$ cat config.mk
export PLATFORM = sky130hd
export DESIGN_NAME = commit_trace_buf
export DESIGN_NICKNAME = d
export VERILOG_FILES = /design/src/rtl/commit_pkg.sv /design/src/rtl/commit_fifo.sv /design/src/rtl/commit_trace_buf.sv
export SDC_FILE = /design/constraint.sdc
export NUM_CORES = 2
export LEC_CHECK = 0
export CORE_MARGIN = 2
export CORE_UTILIZATION = 50
export DETAILED_ROUTE_END_ITERATION = 16
export PLACE_DENSITY_LB_ADDON = 0.25
export SLEW_MARGIN = 5
export SYNTH_ARGS = -nofsm -noshare
export SYNTH_HDL_FRONTEND = slang
export SYNTH_SLANG_ARGS = --single-unit
$ cat constraint.sdc
create_clock -name clk -period 28.8 [get_ports clk]
set_clock_uncertainty 0.1 [all_clocks]
set_input_delay 5.76 -clock clk [delete_from_list [all_inputs] [get_ports clk]]
set_output_delay 5.76 -clock clk [all_outputs]
set_load 0.02 [all_outputs]
$ cat src/rtl/commit_pkg.sv
// Shared types and width constants for the commit trace path.
package commit_pkg;

  localparam int XLEN = 64;
  localparam int ILEN = 32;

  // One captured retirement: 224 bits total.
  typedef struct packed {
    logic [XLEN-1:0] pre_pc;
    logic [ILEN-1:0] instr;
    logic [XLEN-1:0] pc;
    logic [XLEN-1:0] seq;
  } commit_entry_t;

endpackage

$ cat src/rtl/commit_fifo.sv
// Show-ahead FIFO of commit_entry_t. The head entry is always presented on
// rdata. A push into a full FIFO is accepted only when a pop happens in the
// same cycle. Storage is not reset; only pointers and occupancy are.
module commit_fifo
  import commit_pkg::*;
#(
  parameter int DEPTH = 8,
  localparam int AW = $clog2(DEPTH)
) (
  input  logic          clk,
  input  logic          rst_n,
  input  logic          push,
  input  commit_entry_t wdata,
  input  logic          pop,
  output commit_entry_t rdata,
  output logic          full,
  output logic          empty,
  output logic [AW:0]   count
);

  commit_entry_t mem [DEPTH];
  logic [AW-1:0] wptr;
  logic [AW-1:0] rptr;
  logic [AW:0]   count_next;
  logic          push_ok;
  logic          pop_ok;

  assign empty   = (count == '0);
  assign full    = (count == (AW+1)'(DEPTH));
  assign pop_ok  = pop && !empty;
  assign push_ok = push && (!full || pop_ok);
  assign rdata   = mem[rptr];

  // Occupancy update from the accepted push/pop pair.
  always_comb begin
    count_next = count;
    case ({push_ok, pop_ok})
      2'b10:   count_next = count + (AW+1)'(1);
      2'b01:   count_next = count - (AW+1)'(1);
      default: count_next = count;
    endcase
  end

  // Storage write; data path carries no reset.
  always_ff @(posedge clk) begin
    if (push_ok) mem[wptr] <= wdata;
  end

  // Pointer and occupancy registers; pointers wrap naturally.
  always_ff @(posedge clk) begin
    if (!rst_n) begin
      wptr  <= '0;
      rptr  <= '0;
      count <= '0;
    end else begin
      if (push_ok) wptr <= wptr + AW'(1);
      if (pop_ok)  rptr <= rptr + AW'(1);
      count <= count_next;
    end
  end

endmodule

$ cat src/rtl/commit_trace_buf.sv
// Commit trace endpoint: captures retiring instructions into a FIFO, tags
// them with a retirement sequence number and drains them over valid/ready.
// Optional PC continuity checker enabled by defining COMMIT_CHECK_EN.
module commit_trace_buf
  import commit_pkg::*;
#(
  parameter int DEPTH     = 8,
  parameter int AF_MARGIN = 2
) (
  input  logic            clk,
  input  logic            rst_n,
  input  logic            regW_i_commit,
  input  logic [XLEN-1:0] regW_i_commit_pre_pc,
  input  logic [ILEN-1:0] regW_i_commit_instr,
  input  logic [XLEN-1:0] regW_i_commit_pc,
  output logic            trace_o_valid,
  input  logic            trace_i_ready,
  output logic [XLEN-1:0] trace_o_pre_pc,
  output logic [ILEN-1:0] trace_o_instr,
  output logic [XLEN-1:0] trace_o_pc,
  output logic [XLEN-1:0] trace_o_seq,
  output logic            trace_o_stall_req,
  output logic [XLEN-1:0] trace_o_instret,
  output logic            trace_o_overflow,
  output logic            trace_o_pc_err,
  output logic [XLEN-1:0] trace_o_err_pc
);

  localparam int AW = $clog2(DEPTH);

  commit_entry_t wdata;
  commit_entry_t head;
  logic          full;
  logic          empty;
  logic [AW:0]   count;
  logic          pop;
  logic          dropped;

  assign wdata = '{pre_pc: regW_i_commit_pre_pc,
                   instr:  regW_i_commit_instr,
                   pc:     regW_i_commit_pc,
                   seq:    trace_o_instret};

  assign trace_o_valid = !empty;
  assign pop           = trace_o_valid && trace_i_ready;
  assign dropped       = regW_i_commit && full && !pop;

  commit_fifo #(.DEPTH(DEPTH)) u_fifo (
    .clk   (clk),
    .rst_n (rst_n),
    .push  (regW_i_commit),
    .wdata (wdata),
    .pop   (pop),
    .rdata (head),
    .full  (full),
    .empty (empty),
    .count (count)
  );

  // Head fields read zero while empty so unreset storage never shows through.
  assign trace_o_pre_pc = empty ? '0 : head.pre_pc;
  assign trace_o_instr  = empty ? '0 : head.instr;
  assign trace_o_pc     = empty ? '0 : head.pc;
  assign trace_o_seq    = empty ? '0 : head.seq;

  // Retired count (dropped commits included), sticky overflow, and stall
  // request lagging the registered occupancy by one edge.
  always_ff @(posedge clk) begin
    if (!rst_n) begin
      trace_o_instret   <= '0;
      trace_o_overflow  <= 1'b0;
      trace_o_stall_req <= 1'b0;
    end else begin
      if (regW_i_commit) trace_o_instret <= trace_o_instret + XLEN'(1);
      if (dropped)       trace_o_overflow <= 1'b1;
      trace_o_stall_req <= (count >= (AW+1)'(DEPTH - AF_MARGIN));
    end
  end

`ifdef COMMIT_CHECK_EN
  logic [XLEN-1:0] last_pc;
  logic            have_last;

  // Continuity check: each commit must start where the previous one ended.
  always_ff @(posedge clk) begin
    if (!rst_n) begin
      have_last      <= 1'b0;
      trace_o_pc_err <= 1'b0;
      trace_o_err_pc <= '0;
    end else if (regW_i_commit) begin
      have_last <= 1'b1;
      if (have_last && (regW_i_commit_pre_pc != last_pc)) begin
        trace_o_pc_err <= 1'b1;
        if (!trace_o_pc_err) trace_o_err_pc <= regW_i_commit_pre_pc;
      end
    end
  end

  // Expected start PC of the next commit; qualified by have_last.
  always_ff @(posedge clk) begin
    if (regW_i_commit) last_pc <= regW_i_commit_pc;
  end
`else
  assign trace_o_pc_err = 1'b0;
  assign trace_o_err_pc = '0;
`endif

endmodule

# ---- After elaboration in Yosys (flattened, before gate mapping)
# Memories as Yosys holds them, arrays and structs flattened. A register that Yosys moved wholly into a read port is not among the register bits.
# Index checks and enable logic that the tools add are counted.
dict set report classes {
  reduce_logical 11
  shifts 0
  add_sub_neg 5
  bitwise_logic 0
  n_mux 9
  eq_ne 3
  multipliers 0
  magnitude_cmp 1
  div_mod_pow 0
}
# operator count
set op_table {}
lappend op_table {{$mux W64} 3}
lappend op_table {{$add A64 B1 Y64 const B} 1}
lappend op_table {{$mux W32} 1}
lappend op_table {{$pmux W4 S2} 1}
lappend op_table {{$add A3 B1 Y3 const B} 2}
lappend op_table {{$mux W3} 2}
lappend op_table {{$logic_and A1 B1 Y1} 5}
lappend op_table {{$add A4 B1 Y4 const B} 1}
lappend op_table {{$eq A4 B4 Y1 const B} 1}
lappend op_table {{$ge A4 B3 Y1 const B} 1}
lappend op_table {{$logic_not A4 Y1} 1}
lappend op_table {{$sub A4 B1 Y4 const B} 1}
lappend op_table {{$logic_not A1 Y1} 3}
lappend op_table {{$eq A2 B1 Y1 const B} 1}
lappend op_table {{$eq A2 B2 Y1 const B} 1}
lappend op_table {{$mux W1} 2}
lappend op_table {{$reduce_bool A2 Y1} 1}
lappend op_table {{$logic_or A1 B1 Y1} 1}
dict set report word_totals {
  ramBits 1792
  romBits 0
  input_bits 164
  elab_cells 36
  regBits 76
  latchBits 0
  out_inout_bits 356
  mem_count 1
}
# memory depth word_bits read_ports rd_ports_with_merged_regs write_ports line
set memory_table {}
lappend memory_table {u_fifo.mem 8 224 1 1 1 commit_fifo.sv:21} ;# commit_entry_t mem [DEPTH];

# ---- Longest topological paths before layout
dict set report depth {
  word_depth 8
  depth_mapped 9
  mapped_depth_nobuf 8
}

# ---- Cells and area by module
# From an unflattened synthesis, not the netlist that was laid out.
dict set report hier_totals {
  hier_cells 3367
  area_unflattened_um2 73088.8
}
# mod cells_each instances seq_area_each_um2 area_per_inst_um2
set by_module_without_submodules {}
lappend by_module_without_submodules {commit_fifo 2666 1 54071.9 67940.2}
lappend by_module_without_submodules {commit_trace_buf 701 1 1321.3 5148.7}

# ---- Least setup slack after synthesis
# Ideal clock, no wire load.
dict set report synth_path {
  kind {input port to flip-flop}
  start {input port regW_i_commit}
  end {memory u_fifo.mem[0][0] (netlist bit), enable pin}
  cell_stages 4
  required_ns 27.617
  arrival_ns 21.486
  path_slack_ns 6.131
  setup_ns 1.083
  path_buffers 1
  path_cell_list {clkbuf_1 -> o21a_1 -> nand2b_1 -> nor3_1}
}
dict set report synth_via {
  elab_chain_len 3
}
# element line
set synth_lines {}
lappend synth_lines {{start, declared} commit_trace_buf.sv:12} ;# input logic regW_i_commit,
lappend synth_lines {{$logic_and A1 B1 Y1} commit_fifo.sv:31} ;# assign push_ok = push && (!full || pop_ok);
lappend synth_lines {{$mux W1} commit_fifo.sv:46} ;# if (push_ok) mem[wptr] <= wdata;
lappend synth_lines {{$mux W1 (not written as such)} commit_fifo.sv:46}
lappend synth_lines {{end, declared} commit_fifo.sv:21}
# No other way between the ends.

==> summary.md <==
| Metric | Value |
|---|---|
| Worst flop-to-flop path startpoint | `u_fifo.count[0]` |
| Vias in the first global route | `34.6k` |
| Post-synthesis area per instance | `21.5 sq um` |
| Destination of the worst hold path | `trace_o_overflow` |
| Lkg Pwr | `26.0 nW` |
| CTS clock-pin slew for the worst setup and hold paths | `0.06 ns` |
| Post-Place Cell Area | `78,300 sq um` |
| Synth warnings | `0` |
| Worst-case setup margin in the final layout | `17.53 ns` |
| Effective utilization at floorplan | `0.505` |
| Number of I/O pins | `520` |
| Drt drc | `0` |
| Resized cells post-CTS | `0` |
| Number of placement rows | `138` |
| Post-synthesis cell count | `3,329` |
| CTS Buf Count | `188` |
| Final non-filler cell total | `5,894` |
| Worst supply voltage drop on vdd | `0.110 mV` |
| Area Overhead vs Synth | `17.5%` |
| Summed area of non-filler cells in the final layout | `84,300 sq um` |
| First-pass GRT wire length | `225,000 microns` |
| Final ANT Viol Nets | `0` |
| Count of hold-fix buffers inserted at cts | `0` |
| Ratio of final minimum period to clock period | `0.391` |
| Primary FF master, synth | `sky130_fd_sc_hd__edfxtp_1` |
| Die Y | `383 microns` |
| Number of cell instances on the worst register-to-register path | `6` |
| Library cell used as clock root buffer | `sky130_fd_sc_hd__clkbuf_16` |
| Total negative slack for setup checks | `0 ns` |
| Critical path arrival | `5.41 ns` |
| Hold Path Depth | `2` |
| Classification of the worst-slack hold path | `reg2reg` |
| Async set-or-reset flop fraction in the synthesized netlist | `0` |
| CP endpoint kind | `output pin` |
| Layout cells sized above 1 | `0.191` |
| Sequential area share after synthesis | `0.773` |
| GR Util All Layers | `0.207` |
| Setup violations, final | `0` |
| Achievable frequency | `88.8 MHz` |
| Overall via count from detail_route | `33.8k` |
| Largest net degree at the start of global routing | `148` |
| Unrepaired setup endpoints after global routing | `no` |
| Post-synth cell types | `45` |
| Max-capacitance violation count | `0` |
| Aggregate routed wire length | `152,000 microns` |
| Number of buffers inserted by post-CTS setup repair | `0` |
| Clock Path Buffers | `3` |
| Share of the synthesized area in the top cell type | `0.750` |
| Transition at the pin with the smallest max-transition slack | `1.15 ns` |
| Reg2reg setup slack | `24.55 ns` |
| Maximum level of the CTS H-tree | `4` |
| Top post-synthesis cells by area | `sky130_fd_sc_hd__edfxtp_1 75%, sky130_fd_sc_hd__mux4_2 14%, sky130_fd_sc_hd__mux2i_1 3.2%` |
| Count of endpoints failing hold in the final timing report | `0` |
| Core footprint | `142,000 sq um` |
| Highest fanout seen on the critical path | `51` |
| Clock network latency to the later pin of the worst-skew pair | `0.81 ns` |
| Setup slack after placement | `18.20 ns` |
| Capturing point of the worst reg2reg path | `u_fifo.mem[3][198]` |
| Die Footprint | `146,000 sq um` |
| Worst slack on hold paths | `0.379 ns` |
| TritonRoute pass-1 iters | `5` |
| Cell Count Post-Placement | `5,547` |
| Critical path data required time | `22.94 ns` |
| Die extent in x | `383 microns` |
| Initial antenna violation count | `11` |
| GPL Wtd Cong | `0.737` |
| Half-perimeter wire length after placement | `76,900 microns` |
| Pwr Density | `90.5 nW/um^2` |
| Outcome | `finished, final reports clean` |
| Total of flip-flops plus latches after synthesis | `1,871` |
| Time the worst path needs with I/O delays and setup | `11.27 ns` |
| Largest area contributor in the netlist | `sky130_fd_sc_hd__edfxtp_1` |
| CTS tree | `yes` |
| Post-synth EDFFs | `1,792` |
| Number of buffer cells added on primary ports | `454` |
| Number of clock sinks seen by CTS | `1,871` |
| Headroom to the max-slew limit | `0.236` |
| Pins over their slew limit | `0` |
| Post-Synthesis Cell Area | `71,700 sq um` |
| Detailed router's first-iteration violation count | `2,621` |
| Via density | `5.73` |
| Crit path launch type | `register` |
| Start point of the worst hold path | `trace_o_overflow` |
| Final net count | `4,015` |
| Category of the critical setup timing path | `reg2out` |
| Overflow left after global routing | `0` |
| WL per Instance | `25.8 microns` |
==> state kept, by name, summed over array words and instances, names as in the netlist, named ones only <==
name               cells
u_fifo.mem          1792
trace_o_instret       64
u_fifo.count           4
u_fifo.rptr            3
u_fifo.wptr            3
trace_o_overflow       1
trace_o_stall_req      1
==> cells by family (layout without fill, tap and decap cells) <==
family,Yosys count,in the layout,share of synthesized area
xor+xnor,33,33,0.00403
other cells,1,68,0.0000523
compound gates,86,86,0.00708
flops,1871,1871,0.773
buf+inv,245,853,0.0165
mux,675,675,0.172
simple gates,414,414,0.0267
fa+ha+maj,4,4,0.000698
==> report_power, final <==
| group | internal [mW] | switching, mW | total [mW] |
|---|---|---|---|
| registers | 3.09 | 0.0446 | 3.13 |
| clock network | 1.35 | 0.992 | 2.34 |
| logic | 0.991 | 1.16 | 2.15 |
| total | 5.43 | 2.20 | 7.62 |
==> routing by layer <==
| metal | vias up | share of wire | global-route usage |
|---|---|---|---|
| met5 | - | 0.00050 | 0 |
| met4 | 12 | 0.023 | 0.0615 |
| met3 | 208 | 0.071 | 0.0532 |
| met2 | 987 | 0.49 | 0.332 |
| met1 | 17900 | 0.42 | 0.283 |
| li1 | 14600 | - | - |
==> cells in the mapped netlist, types with 3 or more instances <==
library cell	n
sky130_fd_sc_hd__and3_1	6
sky130_fd_sc_hd__nor2_1	273
sky130_fd_sc_hd__nor3_1	8
sky130_fd_sc_hd__buf_1	70
sky130_fd_sc_hd__nand4_1	16
sky130_fd_sc_hd__clkbuf_1	93
sky130_fd_sc_hd__dfxtp_1	79
sky130_fd_sc_hd__xnor2_1	10
sky130_fd_sc_hd__and4_1	5
sky130_fd_sc_hd__o41ai_1	3
sky130_fd_sc_hd__and2_1	4
sky130_fd_sc_hd__edfxtp_1	1792
sky130_fd_sc_hd__a21oi_1	36
sky130_fd_sc_hd__mux2i_1	227
sky130_fd_sc_hd__nand3_1	24
sky130_fd_sc_hd__nand2b_1	4
sky130_fd_sc_hd__o21a_1	7
sky130_fd_sc_hd__buf_2	7
sky130_fd_sc_hd__o31ai_1	16
sky130_fd_sc_hd__o21ai_0	21
sky130_fd_sc_hd__ha_1	4
sky130_fd_sc_hd__nand2_1	27
sky130_fd_sc_hd__xor2_1	23
sky130_fd_sc_hd__mux4_2	448
sky130_fd_sc_hd__or4_1	15
sky130_fd_sc_hd__inv_1	7
sky130_fd_sc_hd__or3_1	18
sky130_fd_sc_hd__buf_4	65
==> layout make-up <==
class | count | area, sq um
Clock buffer | 252 | 5080
Clock inverter | 92 | 861
Sequential cell | 1871 | 55400
Inverter | 8 | 30.0
Antenna cell | 3 | 7.51
Tap cell | 1890 | 2360
Multi-Input combinational cell | 1277 | 15400
Fill cell | 10100 | 57700
Timing Repair Buffer | 501 | 5080
==> how the worst max path moves through the flow <==
| stage | from | cells after the start | endpoint |
|---|---|---|---|
| 6_report | register | 7 | trace_o_pc[8] |
| 4_1_cts | register | 7 | trace_o_pc[8] |
| 5_1_grt | register | 7 | trace_o_pc[8] |
| 3_5_place_dp | register | 7 | trace_o_pc[8] |
| 3_3_place_gp | register | 7 | trace_o_pc[8] |
| 2_1_floorplan | regW_i_commit | 4 | u_fifo.mem[0][0] |
==> critical path, cell delays in order (launching register included) <==
cell,delay [ns]
sky130_fd_sc_hd__dfxtp_4,0.70
sky130_fd_sc_hd__buf_4,0.66
sky130_fd_sc_hd__buf_4,0.89
sky130_fd_sc_hd__buf_4,0.75
sky130_fd_sc_hd__mux4_2,0.59
sky130_fd_sc_hd__mux2i_1,0.20
sky130_fd_sc_hd__nor2_1,0.06
sky130_fd_sc_hd__clkdlybuf4s50_1,0.56
==> cell usage in the layout (no fill, tap or decap), types with 5 or more instances in the layout <==
cell type                         count
sky130_fd_sc_hd__a21oi_1             36
sky130_fd_sc_hd__and3_1               6
sky130_fd_sc_hd__and4_1               5
sky130_fd_sc_hd__buf_12              15
sky130_fd_sc_hd__buf_4               32
sky130_fd_sc_hd__bufinv_16           12
sky130_fd_sc_hd__clkbuf_1            55
sky130_fd_sc_hd__clkbuf_16          192
sky130_fd_sc_hd__clkbuf_8             5
sky130_fd_sc_hd__clkdlybuf4s50_1    454
sky130_fd_sc_hd__clkinv_1            37
sky130_fd_sc_hd__clkinv_2            25
sky130_fd_sc_hd__conb_1              65
sky130_fd_sc_hd__dfxtp_1             76
sky130_fd_sc_hd__edfxtp_1          1792
sky130_fd_sc_hd__inv_1                7
sky130_fd_sc_hd__inv_6                8
sky130_fd_sc_hd__mux2i_1            227
sky130_fd_sc_hd__mux4_2             448
sky130_fd_sc_hd__nand2_1             27
sky130_fd_sc_hd__nand3_1             24
sky130_fd_sc_hd__nand4_1             16
sky130_fd_sc_hd__nor2_1             267
sky130_fd_sc_hd__nor2_4               6
sky130_fd_sc_hd__nor3_1               6
sky130_fd_sc_hd__o21a_1               7
sky130_fd_sc_hd__o21ai_0             21
sky130_fd_sc_hd__o31ai_1             16
sky130_fd_sc_hd__or3_1               18
sky130_fd_sc_hd__or4_1               15
sky130_fd_sc_hd__xnor2_1             10
sky130_fd_sc_hd__xor2_1              23
==> stage by stage <==
stage | total power [mW] | util
after floorplan | 4.56 | -
after global placement | 5.37 | 0.552
after detailed placement | 5.38 | 0.552
after CTS | 7.73 | 0.594
after global routing | 7.93 | 0.594
final | 7.62 | 0.594
No activity file was read; power rests on OpenSTA's default activity.
